[src/rtl/decode_stage.sv]
// RV32I decode stage and ID/EX pipeline register, with a one-entry load-use scoreboard.
// Latency: 1 cycle from accept to ex_valid_o. Backpressure: holds the bundle while ex_ready_i is low, and stalls intake on load-use hazards.
package decode_pkg;
    localparam int ALU_OP_WIDTH    = 4;
    localparam int IMM_MUX_WIDTH   = 3;
    localparam int WDATA_MUX_WIDTH = 2;

    localparam logic [ALU_OP_WIDTH-1:0] ALU_ADD = 4'd0, ALU_SUB = 4'd1, ALU_SLL = 4'd2,
        ALU_SLT = 4'd3, ALU_SLTU = 4'd4, ALU_XOR = 4'd5, ALU_SRL = 4'd6, ALU_SRA = 4'd7,
        ALU_OR = 4'd8, ALU_AND = 4'd9;
    localparam logic [1:0] OP_A_REG = 2'd0, OP_A_PC = 2'd1, OP_A_ZERO = 2'd2;
    localparam logic       OP_B_REG = 1'b0, OP_B_IMM = 1'b1;
    localparam logic [IMM_MUX_WIDTH-1:0] IMM_I = 3'd0, IMM_S = 3'd1, IMM_B = 3'd2,
        IMM_U = 3'd3, IMM_J = 3'd4, IMM_Z = 3'd5;
    localparam logic [2:0] BR_NONE = 3'd0, BR_EQ = 3'd1, BR_NE = 3'd2, BR_LT = 3'd3,
        BR_GE = 3'd4, BR_LTU = 3'd5, BR_GEU = 3'd6;
    localparam logic [WDATA_MUX_WIDTH-1:0] WD_ALU = 2'd0, WD_MEM = 2'd1, WD_PC4 = 2'd2;

    typedef struct packed {
        logic [ALU_OP_WIDTH-1:0]    alu_op;
        logic [1:0]                 data_a_mux;
        logic                       data_b_mux;
        logic [IMM_MUX_WIDTH-1:0]   imm_mux;
        logic [2:0]                 branch_op;
        logic                       jal_op;
        logic                       jalr_op;
        logic [WDATA_MUX_WIDTH-1:0] wdata_mux;
        logic                       reg_we;
        logic                       mem_we;
        logic                       mem_re;
        logic [1:0]                 mem_size;
        logic                       mem_unsigned;
        logic                       illegal;
    } ctrl_t;
endpackage

module decode_stage import decode_pkg::*; #(
    parameter int ADDR_WIDTH   = 5,
    parameter int LOAD_LATENCY = 1,
    parameter int ILLEGAL_EN   = 1
) (
    input  logic                       clk_i,
    input  logic                       rst_ni,
    input  logic                       instr_valid_i,
    output logic                       instr_ready_o,
    input  logic [31:0]                instr_i,
    input  logic [31:0]                pc_i,
    input  logic                       flush_i,
    input  logic                       ex_ready_i,
    output logic                       ex_valid_o,
    output logic [31:0]                pc_o,
    output logic [ALU_OP_WIDTH-1:0]    alu_op_o,
    output logic [1:0]                 data_a_mux_o,
    output logic                       data_b_mux_o,
    output logic [IMM_MUX_WIDTH-1:0]   imm_mux_o,
    output logic [2:0]                 branch_op_o,
    output logic                       jal_op_o,
    output logic                       jalr_op_o,
    output logic [WDATA_MUX_WIDTH-1:0] wdata_mux_o,
    output logic                       reg_we_o,
    output logic [ADDR_WIDTH-1:0]      rd_o,
    output logic [ADDR_WIDTH-1:0]      rs1_o,
    output logic [ADDR_WIDTH-1:0]      rs2_o,
    output logic                       mem_we_o,
    output logic                       mem_re_o,
    output logic [1:0]                 mem_size_o,
    output logic                       mem_unsigned_o,
    output logic                       illegal_o
);
    localparam logic [6:0] OPC_LUI = 7'h37, OPC_AUIPC = 7'h17, OPC_JAL = 7'h6F,
        OPC_JALR = 7'h67, OPC_BRANCH = 7'h63, OPC_LOAD = 7'h03, OPC_STORE = 7'h23,
        OPC_OP_IMM = 7'h13, OPC_OP = 7'h33, OPC_FENCE = 7'h0F, OPC_SYSTEM = 7'h73;
    localparam logic [1:0] LD_LAT = 2'(LOAD_LATENCY);

    logic [6:0]            opcode;
    logic [2:0]            funct3;
    logic [ADDR_WIDTH-1:0] rd, rs1, rs2;
    logic                  funct7_ok;
    logic [ALU_OP_WIDTH-1:0] alu_rr;
    ctrl_t                 dec, ctrl_q;
    logic                  legal, use_rs1, use_rs2;
    logic                  rdy_en, full, hazard, accept;
    logic [1:0]            ld_cnt;
    logic [ADDR_WIDTH-1:0] ld_rd, rd_q, rs1_q, rs2_q;
    logic [31:0]           pc_q;

    assign opcode    = instr_i[6:0];
    assign funct3    = instr_i[14:12];
    assign rd        = ADDR_WIDTH'(instr_i[11:7]);
    assign rs1       = ADDR_WIDTH'(instr_i[19:15]);
    assign rs2       = ADDR_WIDTH'(instr_i[24:20]);
    assign funct7_ok = (instr_i[31] == 1'b0) && (instr_i[29:25] == 5'd0);

    // Bit 30 selects SUB only for register-register ops; shifts use it for SRA in both forms.
    always_comb begin
        alu_rr = ALU_ADD;
        case (funct3)
            3'b000:  alu_rr = (opcode == OPC_OP && instr_i[30]) ? ALU_SUB : ALU_ADD;
            3'b001:  alu_rr = ALU_SLL;
            3'b010:  alu_rr = ALU_SLT;
            3'b011:  alu_rr = ALU_SLTU;
            3'b100:  alu_rr = ALU_XOR;
            3'b101:  alu_rr = instr_i[30] ? ALU_SRA : ALU_SRL;
            3'b110:  alu_rr = ALU_OR;
            default: alu_rr = ALU_AND;
        endcase
    end

    always_comb begin
        dec     = '0;
        legal   = 1'b1;
        use_rs1 = 1'b0;
        use_rs2 = 1'b0;
        case (opcode)
            OPC_LUI: begin
                dec.data_a_mux = OP_A_ZERO; dec.data_b_mux = OP_B_IMM; dec.imm_mux = IMM_U;
                dec.reg_we = 1'b1;
            end
            OPC_AUIPC: begin
                dec.data_a_mux = OP_A_PC; dec.data_b_mux = OP_B_IMM; dec.imm_mux = IMM_U;
                dec.reg_we = 1'b1;
            end
            OPC_JAL: begin
                dec.data_a_mux = OP_A_PC; dec.data_b_mux = OP_B_IMM; dec.imm_mux = IMM_J;
                dec.jal_op = 1'b1; dec.wdata_mux = WD_PC4; dec.reg_we = 1'b1;
            end
            OPC_JALR: begin
                dec.data_a_mux = OP_A_REG; dec.data_b_mux = OP_B_IMM; dec.imm_mux = IMM_I;
                dec.jalr_op = 1'b1; dec.wdata_mux = WD_PC4; dec.reg_we = 1'b1;
                use_rs1 = 1'b1; legal = (funct3 == 3'b000);
            end
            OPC_BRANCH: begin
                dec.data_a_mux = OP_A_PC; dec.data_b_mux = OP_B_IMM; dec.imm_mux = IMM_B;
                use_rs1 = 1'b1; use_rs2 = 1'b1;
                case (funct3)
                    3'b000:  dec.branch_op = BR_EQ;
                    3'b001:  dec.branch_op = BR_NE;
                    3'b100:  dec.branch_op = BR_LT;
                    3'b101:  dec.branch_op = BR_GE;
                    3'b110:  dec.branch_op = BR_LTU;
                    3'b111:  dec.branch_op = BR_GEU;
                    default: legal = 1'b0;
                endcase
            end
            OPC_LOAD: begin
                dec.data_b_mux = OP_B_IMM; dec.imm_mux = IMM_I; dec.mem_re = 1'b1;
                dec.wdata_mux = WD_MEM; dec.reg_we = 1'b1;
                dec.mem_size = funct3[1:0]; dec.mem_unsigned = funct3[2];
                use_rs1 = 1'b1; legal = (funct3 != 3'b011) && (funct3[2:1] != 2'b11);
            end
            OPC_STORE: begin
                dec.data_b_mux = OP_B_IMM; dec.imm_mux = IMM_S; dec.mem_we = 1'b1;
                dec.mem_size = funct3[1:0];
                use_rs1 = 1'b1; use_rs2 = 1'b1; legal = (funct3 <= 3'b010);
            end
            OPC_OP_IMM: begin
                dec.data_b_mux = OP_B_IMM; dec.imm_mux = IMM_I; dec.alu_op = alu_rr;
                dec.reg_we = 1'b1; use_rs1 = 1'b1;
            end
            OPC_OP: begin
                dec.data_b_mux = OP_B_REG; dec.alu_op = alu_rr; dec.reg_we = 1'b1;
                use_rs1 = 1'b1; use_rs2 = 1'b1;
                legal = funct7_ok && (!instr_i[30] || funct3 == 3'b000 || funct3 == 3'b101);
            end
            OPC_FENCE: ;
            OPC_SYSTEM: begin
                // Treated as a NOP; only the CSR immediate select is hinted for EX.
                dec.data_b_mux = OP_B_IMM; dec.imm_mux = IMM_Z;
            end
            default: legal = 1'b0;
        endcase
        if (!legal) begin
            dec         = '0;
            use_rs1     = 1'b0;
            use_rs2     = 1'b0;
            dec.illegal = (ILLEGAL_EN != 0);
        end
        if (instr_i[11:7] == 5'd0) dec.reg_we = 1'b0;
    end

    assign hazard = (ld_cnt != 2'd0) && (ld_rd != '0) &&
                    ((use_rs1 && rs1 == ld_rd) || (use_rs2 && rs2 == ld_rd));
    assign instr_ready_o = rdy_en && (!full || ex_ready_i) && !hazard && !flush_i;
    assign accept        = instr_valid_i && instr_ready_o;

    always_ff @(posedge clk_i or negedge rst_ni) begin
        if (!rst_ni) begin
            rdy_en <= 1'b0;
            full   <= 1'b0;
            ld_cnt <= 2'd0;
            ld_rd  <= '0;
            pc_q   <= '0;
            ctrl_q <= '0;
            rd_q   <= '0;
            rs1_q  <= '0;
            rs2_q  <= '0;
        end else begin
            rdy_en <= 1'b1;
            if (flush_i)         full <= 1'b0;
            else if (accept)     full <= 1'b1;
            else if (ex_ready_i) full <= 1'b0;

            if (accept) begin
                pc_q   <= pc_i;
                ctrl_q <= dec;
                rd_q   <= rd;
                rs1_q  <= rs1;
                rs2_q  <= rs2;
            end

            if (flush_i) begin
                ld_cnt <= 2'd0;
            end else if (accept && dec.mem_re) begin
                ld_cnt <= LD_LAT;
                ld_rd  <= rd;
            end else if (ld_cnt != 2'd0) begin
                ld_cnt <= ld_cnt - 2'd1;
            end
        end
    end

    assign ex_valid_o     = full;
    assign pc_o           = pc_q;
    assign alu_op_o       = ctrl_q.alu_op;
    assign data_a_mux_o   = ctrl_q.data_a_mux;
    assign data_b_mux_o   = ctrl_q.data_b_mux;
    assign imm_mux_o      = ctrl_q.imm_mux;
    assign branch_op_o    = ctrl_q.branch_op;
    assign jal_op_o       = ctrl_q.jal_op;
    assign jalr_op_o      = ctrl_q.jalr_op;
    assign wdata_mux_o    = ctrl_q.wdata_mux;
    assign reg_we_o       = ctrl_q.reg_we;
    assign rd_o           = rd_q;
    assign rs1_o          = rs1_q;
    assign rs2_o          = rs2_q;
    assign mem_we_o       = ctrl_q.mem_we;
    assign mem_re_o       = ctrl_q.mem_re;
    assign mem_size_o     = ctrl_q.mem_size;
    assign mem_unsigned_o = ctrl_q.mem_unsigned;
    assign illegal_o      = ctrl_q.illegal;
endmodule

[config.mk]
export PLATFORM = sky130hd
export DESIGN_NAME = decode_stage
export DESIGN_NICKNAME = d
export VERILOG_FILES = /design/src/rtl/decode_stage.sv
export SDC_FILE = /design/constraint.sdc
export NUM_CORES = 1
export LEC_CHECK = 0
export ABC_AREA = 1
export BUFFER_PORTS_ARGS = -buffer_cell sky130_fd_sc_hd__buf_4
export CORE_MARGIN = 10
export CORE_UTILIZATION = 53
export DETAILED_ROUTE_END_ITERATION = 12
export PLACE_DENSITY = 0.9
export SETUP_SLACK_MARGIN = 0.15
export SLEW_MARGIN = 10
export SYNTH_ARGS = -nofsm -noshare
export SYNTH_HDL_FRONTEND = slang
export SYNTH_SLANG_ARGS = --single-unit
[constraint.sdc]
create_clock -name clk_i -period 4.7 [get_ports clk_i]
set_input_delay 0.47 -clock clk_i [delete_from_list [all_inputs] [get_ports clk_i]]
set_output_delay 0.47 -clock clk_i [all_outputs]
set_load 0.02 [all_outputs]
After elaboration in Yosys (flattened, before gate mapping). Index checks and enable logic that the tools add are counted.

Add/sub/neg operators: 1. $mul: 0. Div/mod/pow operators: 0. Magnitude comparators: 1. Eq/ne operators: 22. Shift-type cells: 0. Muxes and demuxes: 31. Bitwise gates (word level): 2. Reduce and logical (&&, ||, !) cells: 40.

Operator list (number): $eq A7 B7 Y1 const B (4); $pmux W4 S7 (1); $mux W24 (1); $eq A7 B6 Y1 const B (3); $mux W1 (18); $pmux W3 S6 (1); $reduce_or A6 Y1 (3); $pmux W3 S5 (1); $eq A7 B5 Y1 const B (2); $logic_and A1 B1 Y1 (13); $eq A3 B3 Y1 const B (4); $eq A5 B5 Y1 (2); $logic_not A5 Y1 (2); $reduce_or A9 Y1 (1); $mux W2 (4); $pmux W2 S2 (2); $reduce_or A2 Y1 (4); $eq A7 B2 Y1 const B (1); $eq A7 B4 Y1 const B (1); $reduce_or A7 Y1 (1); $eq A3 B2 Y1 const B (2); $pmux W1 S6 (1); $reduce_bool A3 Y1 (2); $reduce_or A3 Y1 (2); 14 further kinds (21).

Bits in registers: 80. Latch bits: 0. RAM bits: 0. Bits in read-only memories: 0. Input port bits: 69. Output and inout bits: 73. Logic and storage cells: 119. Memories: 0.

Longest topological paths before layout. Gate-level depths: netlist (run 1).

Depth after elaboration: 16. Depth in mapped cells: 16. Depth with buffers taken out: 14.

Worst setup path before layout (run 1). Ideal clock, no wire load.

Path type: in2out. Start: input instr_i[13]. End: output instr_ready_o. Arrival: 1641 ps. Required time: 4230 ps. Setup slack: 2589 ps. Cell stages on the path: 9. Buffers on the path: 1. Cells stage by stage: buf_2 -> inv_1 -> nand3_1 -> inv_1 -> nand2_1 -> nand2_1 -> nor2_1 -> nand3_2 -> a21boi_0.

Cells in the longest elaborated chain, start to end: 12. Elaborated cells on any way between the ends: 25. Classes of those cells: order compare: 1; eq/ne: 7; mux: 4; reduce/logical: 13.

Ends and longest elaborated chain: start: declaration (line 46) `input logic [31:0] instr_i,`; branches (longest 4 deep; another with $reduce_or A6 Y1); $pmux W1 S6 (*) (line 114) `case (opcode)`; $mux W1 (line 172) `if (!legal) begin`; $logic_and A1 B1 Y1 (line 182) `((use_rs1 && rs1 == ld_rd) || (use_rs2 && rs2 == ld_rd));`; $logic_or A1 B1 Y1 (*) (line 182); $logic_and A1 B1 Y1 (*) (line 181) `assign hazard = (ld_cnt != 2'd0) && (ld_rd != '0) &&`; $logic_not A1 Y1 (*) (line 183) `assign instr_ready_o = rdy_en && (!full || ex_ready_i) && !hazard && !flush_i;`; $logic_and A1 B1 Y1 (*) (2 in a row) (line 183); end: declaration (line 45) `output logic instr_ready_o,`.

Every way passes the cells marked *.

Worst setup path after layout (run 1).
Start: input instr_i[1]. End: register ctrl_q, in the netlist data_b_mux_o.

Cells in the longest elaborated chain, start to end: 11. Elaborated cells on any way between the ends: 30. Classes of those cells: eq/ne: 11; mux: 7; reduce/logical: 12.

Ends and longest elaborated chain: $eq A7 B7 Y1, or another cell as far along (line 114); $reduce_or A6 Y1 (no source line) / $reduce_or A3 Y1 (equally long branches); $pmux W1 S6 / $mux W1 (equally long branches) (line 114); $mux W1 (line 172); $logic_and A1 B1 Y1 (line 182); $logic_or A1 B1 Y1 (line 182); $logic_and A1 B1 Y1 (line 181); $logic_not A1 Y1 (line 183); $logic_and A1 B1 Y1 (2 in a row) (line 183); $logic_and A1 B1 Y1 (line 184) `assign accept = instr_valid_i && instr_ready_o;`; end signal: assignment (line 193) `ctrl_q <= '0;`; end signal: assignment (line 205) `ctrl_q <= dec;`; end: declaration (line 80) `ctrl_t dec, ctrl_q;`.

Several ways; a longest one is shown, not always the timed one. A chain may end at the register's enable or synchronous reset.

==> key figures, run 1 <==
Synth
  • Synth Flop Type: dfrtp_1
  • Sequential share of the synthesized area: 0.538
  • Most area-consuming cells after synthesis: dfrtp_1 (54%), nand2_1 (21%), o21ai_0 (4.1%)
  • Post-Syn Area: 0.00367 mm^2
  • Synth cell types: 35
  • Ys Warns: 0
  • Number of synthesized register bits: 79
  • Share of the synthesized area in the top cell type: 0.538
  • Number of flops mapped to enable cells by yosys: 0
  • Syn nets: 533
  • Yosys top cell by area: dfrtp_1
  • Gate Count Post-Synth: 463
  • Async SR Flop Fraction: 1.00
  • Syn avg cell area: 7.94 um^2

CTS
  • Clock sink count: 79
  • H-tree Lvls: 3
  • Clk buf depth: 2
  • Root buf cell: clkbuf_8
  • # resized after CTS: 0
  • # Post-CTS Setup Buffers: 0
  • Clock buffer count from CTS: 9
  • Clock Latency Late Sink: roughly 0.35 ns
  • CTS clock-pin slew for the worst setup and hold paths: 0.08 ns
  • CTS tree: yes
  • # hold bufs at CTS: 0

Timing
  • Final hold viol count: 0
  • Slew HR: 0.349
  • Fin crit share: 0.632
  • TNS Setup: 0 ns
  • Final setup violation count: 0
  • Fin crit period: 2.97 ns
  • Unrepaired setup endpoints after global routing: false
  • Clk_skew: 0.0112 ns
  • Worst Max-Slew Pin Slew: around 1 ns
  • Final Max Slew Viols: 0
  • Fmax: approximately 340 MHz

GRT
  • Global Route Usage Sum: 0.187
  • Largest net degree at the start of global routing: between 80 and 90
  • Global-route wire length before repair: 16.0 mm
  • Initial antenna violation count: 0
  • Vias in the first global route: ~3300
  • GRT overflow: 0

Critical path
  • Crit path from: instr_i[1]
  • CP required: 4.96 ns
  • R2R depth: 11
  • Setup CP Type: in -> reg
  • Critical Path Start Type: input port
  • Critical Path Sink Type: flip-flop
  • Critical path peak fanout: 26
  • WP data arrival: 3.23 ns
  • Reg2reg setup slack: 1.84 ns
  • Reg-to-Reg End: data_b_mux_o$_DFFE_PN0N_
  • RR Startpoint: ld_rd[0]$_DFFE_PN0P_

Die
  • Ports: 142
  • Core Region: 0.00676 mm^2
  • # rows: 30
  • Die Span Y: 103 um
  • Die area: 0.0107 mm^2
  • Die X: 103 um
  • Initial Utilization: 0.544

Final layout
  • Area grow syn2layout: 33.9%
  • Area occupied by multi-input gates: around 0.0014 mm^2
  • # diodes: 0
  • Nets: 667
  • Fillers: about 520
  • Sequential Area: a little under 0.002 mm^2
  • Share of post-route cells with drive strength above 1: 0.282
  • Final core utilization: 0.729

Detailed routing
  • Drt initial violations: 230
  • DRT Pass-1 Iters: 6
  • Detail Route Antenna Nets: 0
  • Wire length per cell: 15.2 um
  • DRC viols: 0
  • Via density: a little over 5
  • Via count: 3443
  • DRT Wirelength: 10.4 mm

Run status
  • Outcome: complete, no violations

Run
  • Max Cap Viol: 0

Placement
  • GPL Wtd Cong: 0.950
  • Hpwl dp: a little under 8 mm
  • PortBufs: 141

Worst hold path
  • Min-delay worst type: in -> async

Pwr
  • Static Leak: ~2.8 nW
  • Peak VDD IR: 0.257 mV
  • Pwr dens: 365 mW/mm^2
## registers in the layout, summed over array words and instances, names as in the netlist, 2 cells and up
name          flops
alu_op_o          4
branch_op_o       3
data_a_mux_o      2
imm_mux_o         3
ld_cnt            2
ld_rd             5
mem_size_o        2
pc_o             32
rd_o              5
rs1_o             5
rs2_o             5
## power breakdown
part           total, mW  switching (mW)  internal (mW)
clock network      0.556           0.242          0.314
registers          0.809          0.0473          0.761
logic              0.433           0.252          0.181
## how the worst max path moves through the flow
| stage | endpoint | slack, ns | depth (start not counted) |
|---|---|---|---|
| finish | data_b_mux_o$_DFFE_PN0N_ | 1.73 | 14 |
| global placement | data_a_mux_o[1]$_DFFE_PN0N_ | 1.60 | 13 |
| detailed placement | branch_op_o[2]$_DFFE_PN0N_ | 1.46 | 14 |
| CTS | jalr_op_o$_DFFE_PN0N_ | 1.78 | 13 |
| floorplan | instr_ready_o | 2.59 | 9 |
| global route | jalr_op_o$_DFFE_PN0N_ | 1.46 | 13 |
## cell usage after synthesis, types with 2 or more instances
library cell / number
nand3_2: 2
buf_2: 7
clkbuf_1: 4
nor3_1: 3
buf_6: 3
nand2_1: 206
a21oi_1: 4
nand2_2: 2
nor2_1: 28
buf_8: 3
nand3_1: 18
inv_1: 33
o21ai_0: 30
nand4_1: 3
xnor2_1: 2
xor2_1: 4
inv_2: 6
o21ai_1: 10
dfrtp_1: 79
## metrics by stage
step	hold WS, ns	power, mW	instance area, um^2	cells	setup slack, ns
floorplan	0.174	1.04	3670	463	2.59
finish	0.281	1.80	4920	682	1.73
global route	0.316	1.89	4920	682	1.46
global placement	0.454	1.24	4700	666	1.60
detailed placement	0.459	1.26	4700	666	1.46
CTS	0.307	1.81	4920	682	1.78
## worst max-delay path: stages
cell and delay [ns]:
buf_4 0.10, nand2_1 0.11, inv_2 0.06, nand2_2 0.13
nor2_1 0.08, inv_1 0.08, nand2_1 0.08, nor2_1 0.16
nand3_2 0.12, nand2_1 0.10, and3_1 0.80, buf_4 0.38
nand2_1 0.29, o21ai_0 0.25
## final cells by class
type                            count  area share
Sequential cell                    79       0.402
Multi-Input combinational cell    325       0.285
Timing Repair Buffer              142       0.217
Inverter                           40      0.0310
Clock buffer                       11      0.0287
Tap cell                           80      0.0203
Clock inverter                      5      0.0165
## cell families (layout without fill, tap and decap cells)
family                     after synthesis  after routing  synth area share
AOI/OAI and AO/OA                       48             48            0.0688
xor gates and xnor gates                 6              6            0.0143
adders and majority gates                1              1           0.00340
buffers and inverters                   59            198            0.0800
DFF                                     79             79             0.538
other                                    1              1           0.00102
and+or+nand+nor                        269            269             0.295
## cell usage in the layout, fill, tap and decap left out, types with 2 or more instances in the layout
| cell type | n |
|---|---|
| o21ai_1 | 10 |
| buf_4 | 142 |
| nand2_1 | 206 |
| nand4_1 | 3 |
| nand3_1 | 18 |
| clkbuf_8 | 10 |
| xnor2_1 | 2 |
| o21ai_0 | 30 |
| a21oi_1 | 4 |
| dfrtp_1 | 79 |
| bufinv_16 | 2 |
| nor2_1 | 28 |
| xor2_1 | 4 |
| inv_2 | 6 |
| nand3_2 | 2 |
| nand2_2 | 2 |
| nor3_1 | 3 |
| inv_1 | 33 |
## layer usage
| metal | routed length [um] | track usage | vias to the layer above |
|---|---|---|---|
| met2 | 5140 | 0.311 | 144 |
| met5 | 0 | 0 | - |
| met1 | 4340 | 0.236 | 1581 |
| met3 | 764 | 0.0458 | 14 |
| met4 | 121 | 0.0588 | 0 |
| li1 | - | - | 1704 |
Note: power is estimated with default switching activity, not from simulation.
==> inputs of run 2 (changes only) <==
--- a/config.mk
+++ b/config.mk
@@ -8,9 +8,9 @@
 export ABC_AREA = 1
 export BUFFER_PORTS_ARGS = -buffer_cell sky130_fd_sc_hd__buf_4
 export CORE_MARGIN = 10
-export CORE_UTILIZATION = 53
+export CORE_UTILIZATION = 44
 export DETAILED_ROUTE_END_ITERATION = 12
-export PLACE_DENSITY = 0.9
+export PLACE_DENSITY = 0.8
 export SETUP_SLACK_MARGIN = 0.15
 export SLEW_MARGIN = 10
 export SYNTH_ARGS = -nofsm -noshare
==> constraint.sdc (replaced) <==
create_clock -name clk_i -period 2.4 [get_ports clk_i]
set_input_delay 0.24 -clock clk_i [delete_from_list [all_inputs] [get_ports clk_i]]
set_output_delay 0.24 -clock clk_i [all_outputs]
set_load 0.02 [all_outputs]
==> run 2 against run 1 <==
Setup slack lost 1.3 ns. Utilization shrank 12 points. Flip-flop and latch count is the same. Die area grew 16%. Sequential share of layout area shrank 0.55 points. Worst hold slack lost 0.25 ns. Clock skew shrank 0.0024 ns.
==> key figures, run 2 (synthesis gave the netlist of run 1 again) <==
Timing
  • Clk_skew: 0.00881 ns
  • Slew HR: 0.350
  • Final hold viol count: 0
  • Final setup violation count: 0
  • Worst Max-Slew Pin Slew: roughly 0.97 ns
  • Final Max Slew Viols: 0
  • Fin crit share: 0.840
  • Unrepaired setup endpoints after global routing: true
  • Fin crit period: 2.02 ns
  • Fmax: 496 MHz
  • TNS Setup: 0 ns

CTS
  • Root buf cell: clkbuf_8
  • Clock Latency Late Sink: 0.35 ns
  • CTS clock-pin slew for the worst setup and hold paths: 0.08 ns
  • # Post-CTS Setup Buffers: 0
  • Clock sink count: between 70 and 80
  • Clock buffer count from CTS: 9
  • Clk buf depth: 2
  • # hold bufs at CTS: 0
  • H-tree Lvls: 3
  • CTS tree: yes

Detailed routing
  • DRT Wirelength: 10.5 mm
  • DRT Pass-1 Iters: 4
  • DRC viols: 0
  • Drt initial violations: 251
  • Via count: 3452
  • Detail Route Antenna Nets: 0
  • Via density: 4.86
  • Wire length per cell: 14.8 um

Pwr
  • Pwr dens: 691 mW/mm^2
  • Power Total: 3.45 mW
  • Internal Power: 2.37 mW
  • Peak VDD IR: around 0.28 mV
  • Clock power frac: 0.293
  • Psw: 1.08 mW
  • Sw frac: 0.313
  • Comb pwr share: 0.248
  • Sequential share of power: 0.460
  • Static Leak: 2.79 nW

Critical path
  • R2R depth: 13
  • Reg2reg setup slack: 0.38 ns
  • CP required: 2.67 ns
  • Reg-to-Reg End: imm_mux_o[0]$_DFFE_PN0N_
  • Setup CP Type: reg -> reg
  • Worst path slowest cell: dfrtp_1
  • CP peak stage delay: approximately 0.37 ns
  • Critical Path Sink Type: flip-flop
  • WP data arrival: around 2.3 ns
  • RR Startpoint: ld_cnt[0]$_DFFE_PN0P_
  • Critical Path Start Type: flip-flop
  • Ordered list of cells on the worst path: inv_1 -> ha_1 -> inv_1 -> o21ai_0 -> inv_1 -> nand2_1 -> a21oi_1 -> nand2_1 -> and3_2 -> inv_4 -> buf_12 -> nand2_1 -> o21ai_1
  • Critical path peak fanout: 50

Die
  • # rows: 33
  • Initial Utilization: 0.449
  • Die X: 111 um
  • Ports: 142
  • Core Region: 0.00818 mm^2
  • Die area: 0.0124 mm^2
  • Die Span Y: 111 um

Worst hold path
  • Min-delay worst type: in -> async

Final layout
  • Design Area, Final: 0.00499 mm^2
  • Share of post-route cells with drive strength above 1: 0.290
  • Nets: between 600 and 700
  • Largest register FFs: 32
  • Commonest non-fill, non-tap cell in the layout: nand2_1
  • Most frequent cells in the layout: nand2_1 (206), buf_4 (143), dfrtp_1 (79)
  • # diodes: 0
  • Fillers: 750
  • Area grow syn2layout: 35.8%

GRT
  • Initial antenna violation count: 0
  • Global Route Usage Sum: 0.166
  • Largest net degree at the start of global routing: 80
  • GRT overflow: 0
  • Vias in the first global route: 3436
  • Global-route wire length before repair: between 15 and 20 mm

Placement
  • GPL Wtd Cong: 0.875
  • PortBufs: 141
  • Dpl cell area: between 0.004 and 0.005 mm^2
  • Hpwl dp: 8.23 mm

Run status
  • Outcome: complete, no violations

Run
  • Max Cap Viol: 0
run 2: cell type report:
| class | count | area [um^2] | share of cell area |
|---|---|---|---|
| clock buffers | 10 | 138 | 0.0276 |
| multi-input cells | 325 | 1410 | 0.282 |
| well taps | 105 | 131 | 0.0263 |
| inverters | 40 | 153 | 0.0306 |
| repair buffers | 146 | 1120 | 0.224 |
| flip-flops and latches | 79 | 1980 | 0.396 |
| clock inverters | 6 | 67.6 | 0.0135 |
run 2: metal layers:
| layer | vias to the layer above | global-route usage | wire [um] |
|---|---|---|---|
| met4 | 0 | 0.0694 | 282 |
| li1 | 1711 | - | - |
| met5 | - | 0 | 0 |
| met2 | 121 | 0.282 | 5240 |
| met3 | 18 | 0.0413 | 707 |
| met1 | 1602 | 0.194 | 4300 |
run 2: worst max-delay path by stage:
stage	endpoint	depth (start not counted)	startpoint
final	imm_mux_o[0]$_DFFE_PN0N_	13	ld_cnt[0]$_DFFE_PN0P_
after floorplan	mem_re_o$_DFFE_PN0N_	16	instr_i[13]
after CTS	imm_mux_o[2]$_DFFE_PN0N_	12	ld_cnt[0]$_DFFE_PN0P_
after detailed placement	rd_o[0]$_DFFE_PN0N_	11	instr_i[2]
after global placement	data_a_mux_o[1]$_DFFE_PN0N_	11	instr_i[2]
after global routing	rd_o[1]$_DFFE_PN0N_	13	ld_cnt[0]$_DFFE_PN0P_
run 2: critical path, delay by kind of cell (launching register included):
kind	cells	cell delay [ns]
AOI/OAI and AO/OA	3	0.33
adders and majority gates	1	0.18
buffers and inverters	5	0.55
DFF	1	0.37
and+or+nand+nor	4	0.50
run 2: power by group through the flow:
stage / Combinational (mW) / Sequential, mW / Clock [mW]
after global placement: 0.840 / 1.60 / 0
after CTS: 0.867 / 1.58 / 1.04
final: 0.853 / 1.58 / 1.01
after floorplan: 0.254 / 1.78 / 0
after global routing: 0.938 / 1.61 / 1.10
after detailed placement: 0.864 / 1.61 / 0
run 2: stage by stage:
stage | instances | worst slack (ns) | hold slack, ns | util
after global routing | 711 | 0.133 | 0.0664 | 0.610
after CTS | 711 | 0.298 | 0.0761 | 0.609
after floorplan | 463 | 0.657 | -0.0556 | -
final | 711 | 0.385 | 0.0260 | 0.610
after global placement | 695 | 0.219 | 0.442 | 0.584
after detailed placement | 695 | 0.177 | 0.447 | 0.584
run 2: timing repair:
action | in CTS | in global routing
gates resized for setup | 0 | 3
hold endpoints to repair | 0 | 0
endpoints found under the setup margin | 0 | 31
